$ cat config.mk
export PLATFORM = sky130hd
export DESIGN_NAME = adder_bist_ctrl
export DESIGN_NICKNAME = d
export VERILOG_FILES = /design/src/rtl/adder_bist_ctrl.sv
export SDC_FILE = /design/constraint.sdc
export NUM_CORES = 1
export LEC_CHECK = 0
export BUFFER_PORTS_ARGS = -buffer_cell sky130_fd_sc_hd__buf_2
export CORE_ASPECT_RATIO = 1.2
export CORE_MARGIN = 1
export CORE_UTILIZATION = 55
export CTS_CLUSTER_DIAMETER = 80
export DETAILED_ROUTE_END_ITERATION = 8
export PLACE_DENSITY = 0.87
export SKIP_CTS_REPAIR_TIMING = 1
export SYNTH_ARGS = -nofsm -noshare
export SYNTH_HDL_FRONTEND = slang
export SYNTH_SLANG_ARGS = --single-unit
$ cat constraint.sdc
create_clock -name clk -period 11 [get_ports clk]
set_input_delay 0.55 -clock clk [delete_from_list [all_inputs] [get_ports clk]]
set_output_delay 0.55 -clock clk [all_outputs]
set_load 0.05 [all_outputs]
$ cat src/rtl/adder_bist_ctrl.sv
// Self-test driver/checker for n-bit adders: corner vectors then Galois LFSR operands, one per cycle.
// Each result is compared lat cycles after its vector is applied; no backpressure, status is registered.
module adder_bist_ctrl #(
  parameter int          n           = 64,
  parameter int          num_vectors = 30000,
  parameter int          lat         = 0,
  parameter logic [63:0] seed_a      = 64'h0123456789ABCDEF,
  parameter logic [63:0] seed_b      = 64'hFEDCBA9876543210
) (
  input  logic          clk,
  input  logic          rst_n,
  input  logic          start,
  output logic [n-1:0]  a,
  output logic [n-1:0]  b,
  output logic          cin,
  input  logic [n-1:0]  s_duv,
  input  logic          cout_duv,
  output logic          busy,
  output logic          done,
  output logic          pass,
  output logic [15:0]   err_count,
  output logic [15:0]   vec_count,
  output logic [15:0]   first_err
);

  typedef enum logic [1:0] {IDLE, RUN, DRAIN, DONE} state_t;

  function automatic logic [63:0] tap(input int t);
    return 64'd1 << (t - 1);
  endfunction

  // Maximal-length feedback taps for each supported width.
  function automatic logic [63:0] poly(input int w);
    logic [63:0] m;
    case (w)
      4:  m = tap(4) | tap(3);                      5:  m = tap(5) | tap(3);
      6:  m = tap(6) | tap(5);                      7:  m = tap(7) | tap(6);
      8:  m = tap(8) | tap(6) | tap(5) | tap(4);    9:  m = tap(9) | tap(5);
      10: m = tap(10) | tap(7);                     11: m = tap(11) | tap(9);
      12: m = tap(12) | tap(6) | tap(4) | tap(1);   13: m = tap(13) | tap(4) | tap(3) | tap(1);
      14: m = tap(14) | tap(5) | tap(3) | tap(1);   15: m = tap(15) | tap(14);
      16: m = tap(16) | tap(15) | tap(13) | tap(4); 17: m = tap(17) | tap(14);
      18: m = tap(18) | tap(11);                    19: m = tap(19) | tap(6) | tap(2) | tap(1);
      20: m = tap(20) | tap(17);                    21: m = tap(21) | tap(19);
      22: m = tap(22) | tap(21);                    23: m = tap(23) | tap(18);
      24: m = tap(24) | tap(23) | tap(22) | tap(17); 25: m = tap(25) | tap(22);
      26: m = tap(26) | tap(6) | tap(2) | tap(1);   27: m = tap(27) | tap(5) | tap(2) | tap(1);
      28: m = tap(28) | tap(25);                    29: m = tap(29) | tap(27);
      30: m = tap(30) | tap(6) | tap(4) | tap(1);   31: m = tap(31) | tap(28);
      32: m = tap(32) | tap(22) | tap(2) | tap(1);  33: m = tap(33) | tap(20);
      34: m = tap(34) | tap(27) | tap(2) | tap(1);  35: m = tap(35) | tap(33);
      36: m = tap(36) | tap(25);
      37: m = tap(37) | tap(5) | tap(4) | tap(3) | tap(2) | tap(1);
      38: m = tap(38) | tap(6) | tap(5) | tap(1);   39: m = tap(39) | tap(35);
      40: m = tap(40) | tap(38) | tap(21) | tap(19); 41: m = tap(41) | tap(38);
      42: m = tap(42) | tap(41) | tap(20) | tap(19); 43: m = tap(43) | tap(42) | tap(38) | tap(37);
      44: m = tap(44) | tap(43) | tap(18) | tap(17); 45: m = tap(45) | tap(44) | tap(42) | tap(41);
      46: m = tap(46) | tap(45) | tap(26) | tap(25); 47: m = tap(47) | tap(42);
      48: m = tap(48) | tap(47) | tap(21) | tap(20); 49: m = tap(49) | tap(40);
      50: m = tap(50) | tap(49) | tap(24) | tap(23); 51: m = tap(51) | tap(50) | tap(36) | tap(35);
      52: m = tap(52) | tap(49);                    53: m = tap(53) | tap(52) | tap(38) | tap(37);
      54: m = tap(54) | tap(53) | tap(18) | tap(17); 55: m = tap(55) | tap(31);
      56: m = tap(56) | tap(55) | tap(35) | tap(34); 57: m = tap(57) | tap(50);
      58: m = tap(58) | tap(39);                    59: m = tap(59) | tap(58) | tap(38) | tap(37);
      60: m = tap(60) | tap(59);                    61: m = tap(61) | tap(60) | tap(46) | tap(45);
      62: m = tap(62) | tap(61) | tap(6) | tap(5);  63: m = tap(63) | tap(62);
      default: m = tap(64) | tap(63) | tap(61) | tap(60);
    endcase
    return m;
  endfunction

  localparam logic [63:0]  mask_full  = poly(n);
  localparam logic [n-1:0] mask       = mask_full[n-1:0];
  localparam logic [n-1:0] one_n      = {{(n-1){1'b0}}, 1'b1};
  localparam logic [n-1:0] seed_a_n   = (seed_a[n-1:0] == '0) ? one_n : seed_a[n-1:0];
  localparam logic [n-1:0] seed_b_n   = (seed_b[n-1:0] == '0) ? one_n : seed_b[n-1:0];
  localparam logic [63:0]  alt_full   = 64'h5555555555555555;
  localparam logic [n-1:0] alt5       = alt_full[n-1:0];
  localparam logic [15:0]  nv16       = 16'(num_vectors);
  localparam logic [2:0]   drain_last = (lat > 0) ? 3'(lat - 1) : 3'd0;

  function automatic logic [n-1:0] step(input logic [n-1:0] x);
    return x[0] ? ((x >> 1) ^ mask) : (x >> 1);
  endfunction

  state_t        state;
  logic [n-1:0]  lfsr_a, lfsr_b;
  logic [2:0]    drain_cnt;

  logic [n:0]    exp0, cmp_exp;
  logic [15:0]   idx0, cmp_idx;
  logic          vld0, cmp_vld, mism;
  logic [15:0]   err_nxt, first_nxt;

  assign exp0 = {1'b0, a} + {1'b0, b} + {{n{1'b0}}, cin};
  assign vld0 = (state == RUN);
  assign idx0 = vec_count - 16'd1;

  generate
    if (lat == 0) begin : g_comb
      assign cmp_exp = exp0;
      assign cmp_idx = idx0;
      assign cmp_vld = vld0;
    end else begin : g_pipe
      logic [n:0]  exp_q [lat];
      logic [15:0] idx_q [lat];
      logic        vld_q [lat];
      always_ff @(posedge clk) begin
        if (!rst_n) begin
          for (int i = 0; i < lat; i++) begin
            exp_q[i] <= '0;
            idx_q[i] <= '0;
            vld_q[i] <= 1'b0;
          end
        end else begin
          exp_q[0] <= exp0;
          idx_q[0] <= idx0;
          vld_q[0] <= vld0;
          for (int i = 1; i < lat; i++) begin
            exp_q[i] <= exp_q[i-1];
            idx_q[i] <= idx_q[i-1];
            vld_q[i] <= vld_q[i-1];
          end
        end
      end
      assign cmp_exp = exp_q[lat-1];
      assign cmp_idx = idx_q[lat-1];
      assign cmp_vld = vld_q[lat-1];
    end
  endgenerate

  assign mism = cmp_vld && ({cout_duv, s_duv} != cmp_exp);

  always_comb begin
    err_nxt   = err_count;
    first_nxt = first_err;
    if (mism) begin
      if (err_count != 16'hFFFF) err_nxt = err_count + 16'd1;
      if (first_err == 16'hFFFF) first_nxt = cmp_idx;
    end
  end

  // LFSRs advance only on LFSR-sourced vectors, so vector 4 carries the seeds.
  always_ff @(posedge clk) begin
    if (!rst_n) begin
      state     <= IDLE;
      a         <= '0;
      b         <= '0;
      cin       <= 1'b0;
      busy      <= 1'b0;
      done      <= 1'b0;
      pass      <= 1'b0;
      err_count <= '0;
      vec_count <= '0;
      first_err <= 16'hFFFF;
      lfsr_a    <= seed_a_n;
      lfsr_b    <= seed_b_n;
      drain_cnt <= '0;
    end else begin
      err_count <= err_nxt;
      first_err <= first_nxt;
      case (state)
        IDLE, DONE: begin
          if (start) begin
            state     <= RUN;
            busy      <= 1'b1;
            done      <= 1'b0;
            pass      <= 1'b0;
            err_count <= '0;
            first_err <= 16'hFFFF;
            vec_count <= 16'd1;
            a         <= '0;
            b         <= '0;
            cin       <= 1'b0;
            lfsr_a    <= seed_a_n;
            lfsr_b    <= seed_b_n;
            drain_cnt <= '0;
          end
        end
        RUN: begin
          if (vec_count == nv16) begin
            if (lat == 0) begin
              state <= DONE;
              busy  <= 1'b0;
              done  <= 1'b1;
              pass  <= (err_nxt == 16'd0);
            end else begin
              state     <= DRAIN;
              drain_cnt <= '0;
            end
          end else begin
            vec_count <= vec_count + 16'd1;
            case (vec_count)
              16'd1: begin a <= '1;    b <= '0;    cin <= 1'b1; end
              16'd2: begin a <= '1;    b <= '1;    cin <= 1'b1; end
              16'd3: begin a <= alt5;  b <= ~alt5; cin <= 1'b1; end
              default: begin
                a      <= lfsr_a;
                b      <= lfsr_b;
                cin    <= lfsr_a[0] ^ lfsr_b[0];
                lfsr_a <= step(lfsr_a);
                lfsr_b <= step(lfsr_b);
              end
            endcase
          end
        end
        DRAIN: begin
          if (drain_cnt == drain_last) begin
            state <= DONE;
            busy  <= 1'b0;
            done  <= 1'b1;
            pass  <= (err_nxt == 16'd0);
          end else begin
            drain_cnt <= drain_cnt + 3'd1;
          end
        end
        default: state <= IDLE;
      endcase
    end
  end

endmodule

After elaboration in Yosys (flattened, before gate mapping)
Index checks and enable logic that the tools add are counted.
Storage, ports and cells
  bits of input ports: 68
  flip-flop bits (word level): 313
Cells by class
  reduce and logical (&&, ||, !) cells: 12
  multiplexer cells: 49
  add/sub/neg operators: 6
  bitwise operators: 4
  equal/unequal tests: 16
Operators by type and width (number)
  2-to-1 mux 64 bit: 11
  case mux 64 bit (2 select lines): 5
  case mux 64 bit (3 select lines): 1
  2-to-1 mux 16 bit: 10
  adder 64 x 64 -> 65 bit: 1
  adder 65 x 1 -> 65 bit: 1
  != test 65 bit: 1
  adder 16 x 1 -> 16 bit, second input constant: 2
  equality test 16 x 2 -> 1 bit, second input constant: 2
  case mux 16 bit (2 select lines): 1
  equality test 16 x 1 -> 1 bit, second input constant: 1
  equality test 16 x 15 -> 1 bit, second input constant: 1
  equality test 16 bit, second input constant: 1
  logical NOT 16 bit: 1
  != test 16 bit, second input constant: 1
  subtractor 16 x 1 -> 16 bit, second input constant: 1
  2-to-1 mux 1 bit: 10
  != test 2 bit, second input constant: 5
  case mux 1 bit (3 select lines): 3
  AND reduction 3 bit: 3
  inverter 3 -> 4 bit: 2
  2-to-1 mux 2 bit: 3
  2-to-1 mux 3 bit: 2
  case mux 2 bit (3 select lines): 1
  15 further kinds: 17

Depth between registers and ports, before layout
  word-level depth: 8
  depth in mapped cells: 19
  depth with buffers taken out: 18

Worst setup path before layout
OpenSTA, ideal clock, no wires.
  path type: register -> register
  from: register a[0]
  to: register pass
  path buffers: 1
  arrival: 4516 ps
  path slack: 6400 ps
  cell stages (with the launch flop): 20
  required time: 10916 ps
  path through: dfxtp_1 -> inv_1 -> fa_1 -> inv_1 -> fa_1 -> a211oi_1 -> o21ai_0 -> a22oi_1 -> o221a_2 -> a21oi_1 -> or3b_2 -> nand4b_1 -> nand4b_1 -> nor4b_2 -> a21bo_1 -> buf_6 -> nor4_1 -> mux2i_1 -> nand4_1 -> o31ai_2
On the way
  word-level cells in the longest chain between the ends: 8
  elaborated cells between the ends (all ways): 9
  those cells by class: add/sub (2); eq/ne (1); mux (4); reduce/logical (2)
Ends and longest elaborated chain
  start, declared: line 13  | output logic [n-1:0] a,
  start signal, assigned: line 198  | a <= lfsr_a;
  adder 64 x 64 -> 65 bit (*): line 95  | assign exp0 = {1'b0, a} + {1'b0, b} + {{n{1'b0}}, cin};
  adder 65 x 1 -> 65 bit (*): line 95
  != test 65 bit (*): line 132  | assign mism = cmp_vld && ({cout_duv, s_duv} != cmp_exp);
  logical AND 1 bit (*): line 132
  2-to-1 mux 16 bit (*): line 137  | if (mism) begin
  logical NOT 16 bit (*): line 186, 212
  2-to-1 mux 1 bit (on tied branches): line 208, 181
  case mux 1 bit (3 select lines) (*): line 162  | case (state)
  end signal, assigned: line 186  | pass <= (err_nxt == 16'd0);
  end signal, assigned: line 212  | pass <= (err_nxt == 16'd0);
  end, declared: line 20  | output logic pass,
Every way passes the cells marked *; elsewhere a longest branch is shown, timed or not. The select of a mux whose other input is x is not followed.
A chain may end at the register's enable or synchronous reset.

Worst setup path after layout
  from: register a[0]
  to: register first_err[14]
On the way
  word-level cells in the longest chain between the ends: 7
Ends and longest elaborated chain
  adder 64 x 64 -> 65 bit (*): line 95
  adder 65 x 1 -> 65 bit (*): line 95
  != test 65 bit (*): line 132
  logical AND 1 bit (*): line 132
  2-to-1 mux 16 bit (*): line 137
  2-to-1 mux 16 bit: line 164  | if (start) begin
  2-to-1 mux 16 bit (*): line 162
  end signal, assigned: line 161  | first_err <= first_nxt;
  end, declared: line 23  | output logic [15:0] first_err
Every way passes the cells marked *; elsewhere a longest branch is shown, timed or not.

==> out/metrics.cfg <==
[clocking]
clkTransAtPathRegs_ns = 0.07
cts_tree = done
htreeDepth = 1
root_buffer = clkbuf_16
cts_made_buffers = 27
clk_latency_ns = 0.57
clockBufferDepth = 3
cts_sinks = 312

[final_layout]
insertedDiodeCount = 0
final_util_pct = 63.03
synthToLayoutAreaGrowth_pct = 12.19
fillers = 2601
multi_input_area_mm2 = 0.01179
regArea_mm2 = 0.006246
layout.nets = 2679
drive_gt1_share_pct = 13.81
fin_cells = 3006

[die]
start_util_pct = 56.18
design.portCount = 248
rows = 73
design.core.area_mm2 = 0.03334
die_h_um = 204.1
die_area_mm2 = 0.03480
fp.dieW_um = 170.5

[power_and_ir_drop]
p_per_area_mw_per_mm2 = 235.2
ir_worst_vdd_uv = 302.4
p_leak_nw = 8.158

[global_route]
grt_pass1_vias = 19630
grt_pass1_wl_um = 126300
grt_overflow = 0
grt_max_degree = 124
grt_util_all_layers_pct = 48.78
antenna_found_initial = 2

[sta]
min_period_over_period_pct = 54.25
hold_violations = 0
setup_viol = 0
whs_ns = 0.4473
skew_ns = 0.03988
timing.fmax_mhz = 167.6
fin_crit_ns = 5.968
setup-tns-final_ns = 0
drv_slew = 0
slew_headroom_pct = 3.369
rsz0062_at_grt = no
tightestPinTransition_ns = 1.444

[setup_path]
timing.rr.end = first_err[14]
cp_slowest_stage_delay_ns = 1.00
timing_worst_setup_path_type = flip-flop to flip-flop
worst_ep_required_time_ns = 11.46
reg2reg_depth = 17
crit_family = compound AO/OA/AOI/OAI gates
r2r_setup_slack_ns = 5.03
crit-reg2reg-launch = a[0]
cp_max_fo = 16
crit_cells = 17
cp_num_buf_inv = 2
cp.arrival_ns = 6.43
slowest_stage = a211oi_1
critPathLaunchType = flip-flop
endpoint_kind = flip-flop
crit_chain = inv_1 -> fa_1 -> inv_1 -> fa_1 -> a211oi_1 -> o21a_1 -> o21ai_0 -> a31oi_1 -> a211oi_1 -> nor2_1 -> o221ai_1 -> xor2_1 -> nor4b_2 -> a21bo_1 -> nor2_1 -> nand2_1 -> a21o_1

[placement]
dpl.cell_count = 2957
portBuffers = 247
gp_congestion = 1.157
hpwlAfterDp_um = 63130

[synthesis]
synth_edf_count = 0
synth_area_per_cell_um2 = 7.804
synth_ff_type = dfxtp_1
synth_nets = 2543
netlist_instances = 2400
synthesis.area_mm2 = 0.01873
synthTopCellsByArea = dfxtp_1 (33%), nand2_1 (6.8%), a21boi_0 (5.5%)
synthArstFlopShare_pct = 0
synth_cell_types = 92
synth_top_area_cell = dfxtp_1
synth_top_area_share_pct = 33.35
synth_warnings = 0
ys_seq_elements = 312
ys_seq_area_share_pct = 33.35
synth.most_common_cell = nand2_1
netlist_top_cells_count = nand2_1 (337), dfxtp_1 (312), nor2_1 (176), o21ai_0 (164), a21oi_1 (154)

[drt]
vias = 21240
drt-initial-drc-count = 3301
wl_um = 86660
top_layer_used = met5
dr_wl_met2_um = 37020
drc = 1
route.layer.met1.wl_um = 32330
wl_per_cell_um = 28.83
postRouteAntennaNets = 0
drt-vias-per-instance = 7.067
met3_length_um = 10930
firstDrtPassIters = 9

[job]
drv_cap = 0

[min_path]
hold_end = lfsr_b[35]
holdCritStartpoint = rst_n
hold-path-cell-count = 2
hold_class = input pin to flip-flop

[status]
status = finished with violations
violations = design-rule violations

-- state kept, by name (all words and copies together) (netlist names) --
register   cells
pass           1
a             64
lfsr_b        64
cin            1
vec_count     16
err_count     16
b             64
first_err     16
lfsr_a        64
drain_cnt      3
state          2
busy           1
-- per-layer routing --
| metal | track usage [%] | vias up |
|---|---|---|
| li1 | - | 9025 |
| met1 | 62.26 | 9970 |
| met2 | 74.11 | 1818 |
| met3 | 11.72 | 427 |
| met4 | 29.86 | 4 |
| met5 | 0 | - |
-- through the flow --
stage | setup WS (ns) | cell area, µm² | power [W]
3_5_place_dp | 5.314 | 20070 | 0.003764
5_1_grt | 4.849 | 21010 | 0.005056
6_report | 5.032 | 21010 | 0.004941
2_1_floorplan | 6.400 | 18730 | 0.003025
4_1_cts | 5.258 | 21010 | 0.004793
3_3_place_gp | 5.350 | 20070 | 0.003728
-- area by class of cell --
| cell class | instances | share of cell area (%) |
|---|---|---|
| Timing Repair Buffer | 265 | 6.556 |
| Inverter | 25 | 0.4466 |
| Tap cell | 450 | 2.680 |
| Clock buffer | 35 | 3.692 |
| Sequential cell | 312 | 29.72 |
| Clock inverter | 14 | 0.7979 |
| Multi-Input combinational cell | 1905 | 56.10 |
-- worst max-delay path by stage --
stage | from | endpoint | slack [ns]
6_report | a[0] | first_err[14] | 5.03
5_1_grt | a[0] | first_err[14] | 4.85
4_1_cts | a[0] | first_err[2] | 5.26
3_5_place_dp | a[0] | first_err[5] | 5.31
3_3_place_gp | a[0] | pass | 5.35
2_1_floorplan | a[0] | pass | 6.40
-- layout by cell type, fill, tap and decap left out, drive strengths merged, types with 35 or more instances in the layout --
cell type and count:
ha 73, o21ai 169, nand2 338, o21a 41, a21boi 138, buf 265, nand4 70, o22ai 51
nor2b 36, nor2 178, xnor2 67, clkbuf 35, nor3 60, a21oi 155, nand3 85, dfxtp 312
xor2 57
-- power by group --
group	leakage [nW]	internal [W]	total, W	switching (W)
Sequential	2.54	0.00131	0.00154	0.000224
Clock	0.474	0.000572	0.00101	0.000441
Combinational	5.14	0.000600	0.00239	0.00179
Total	8.16	0.00249	0.00494	0.00245
-- kinds of logic after synthesis --
group / after synthesis / synth area share, %
and+or+nand+nor: 916 / 23.63
adders and majority gates: 75 / 5.091
AOI/OAI and AO/OA: 777 / 27.52
muxes: 13 / 0.7081
xor gates and xnor gates: 124 / 5.799
buffers and inverters: 183 / 3.908
DFF: 312 / 33.35
Power figures use the tool's default switching activity.
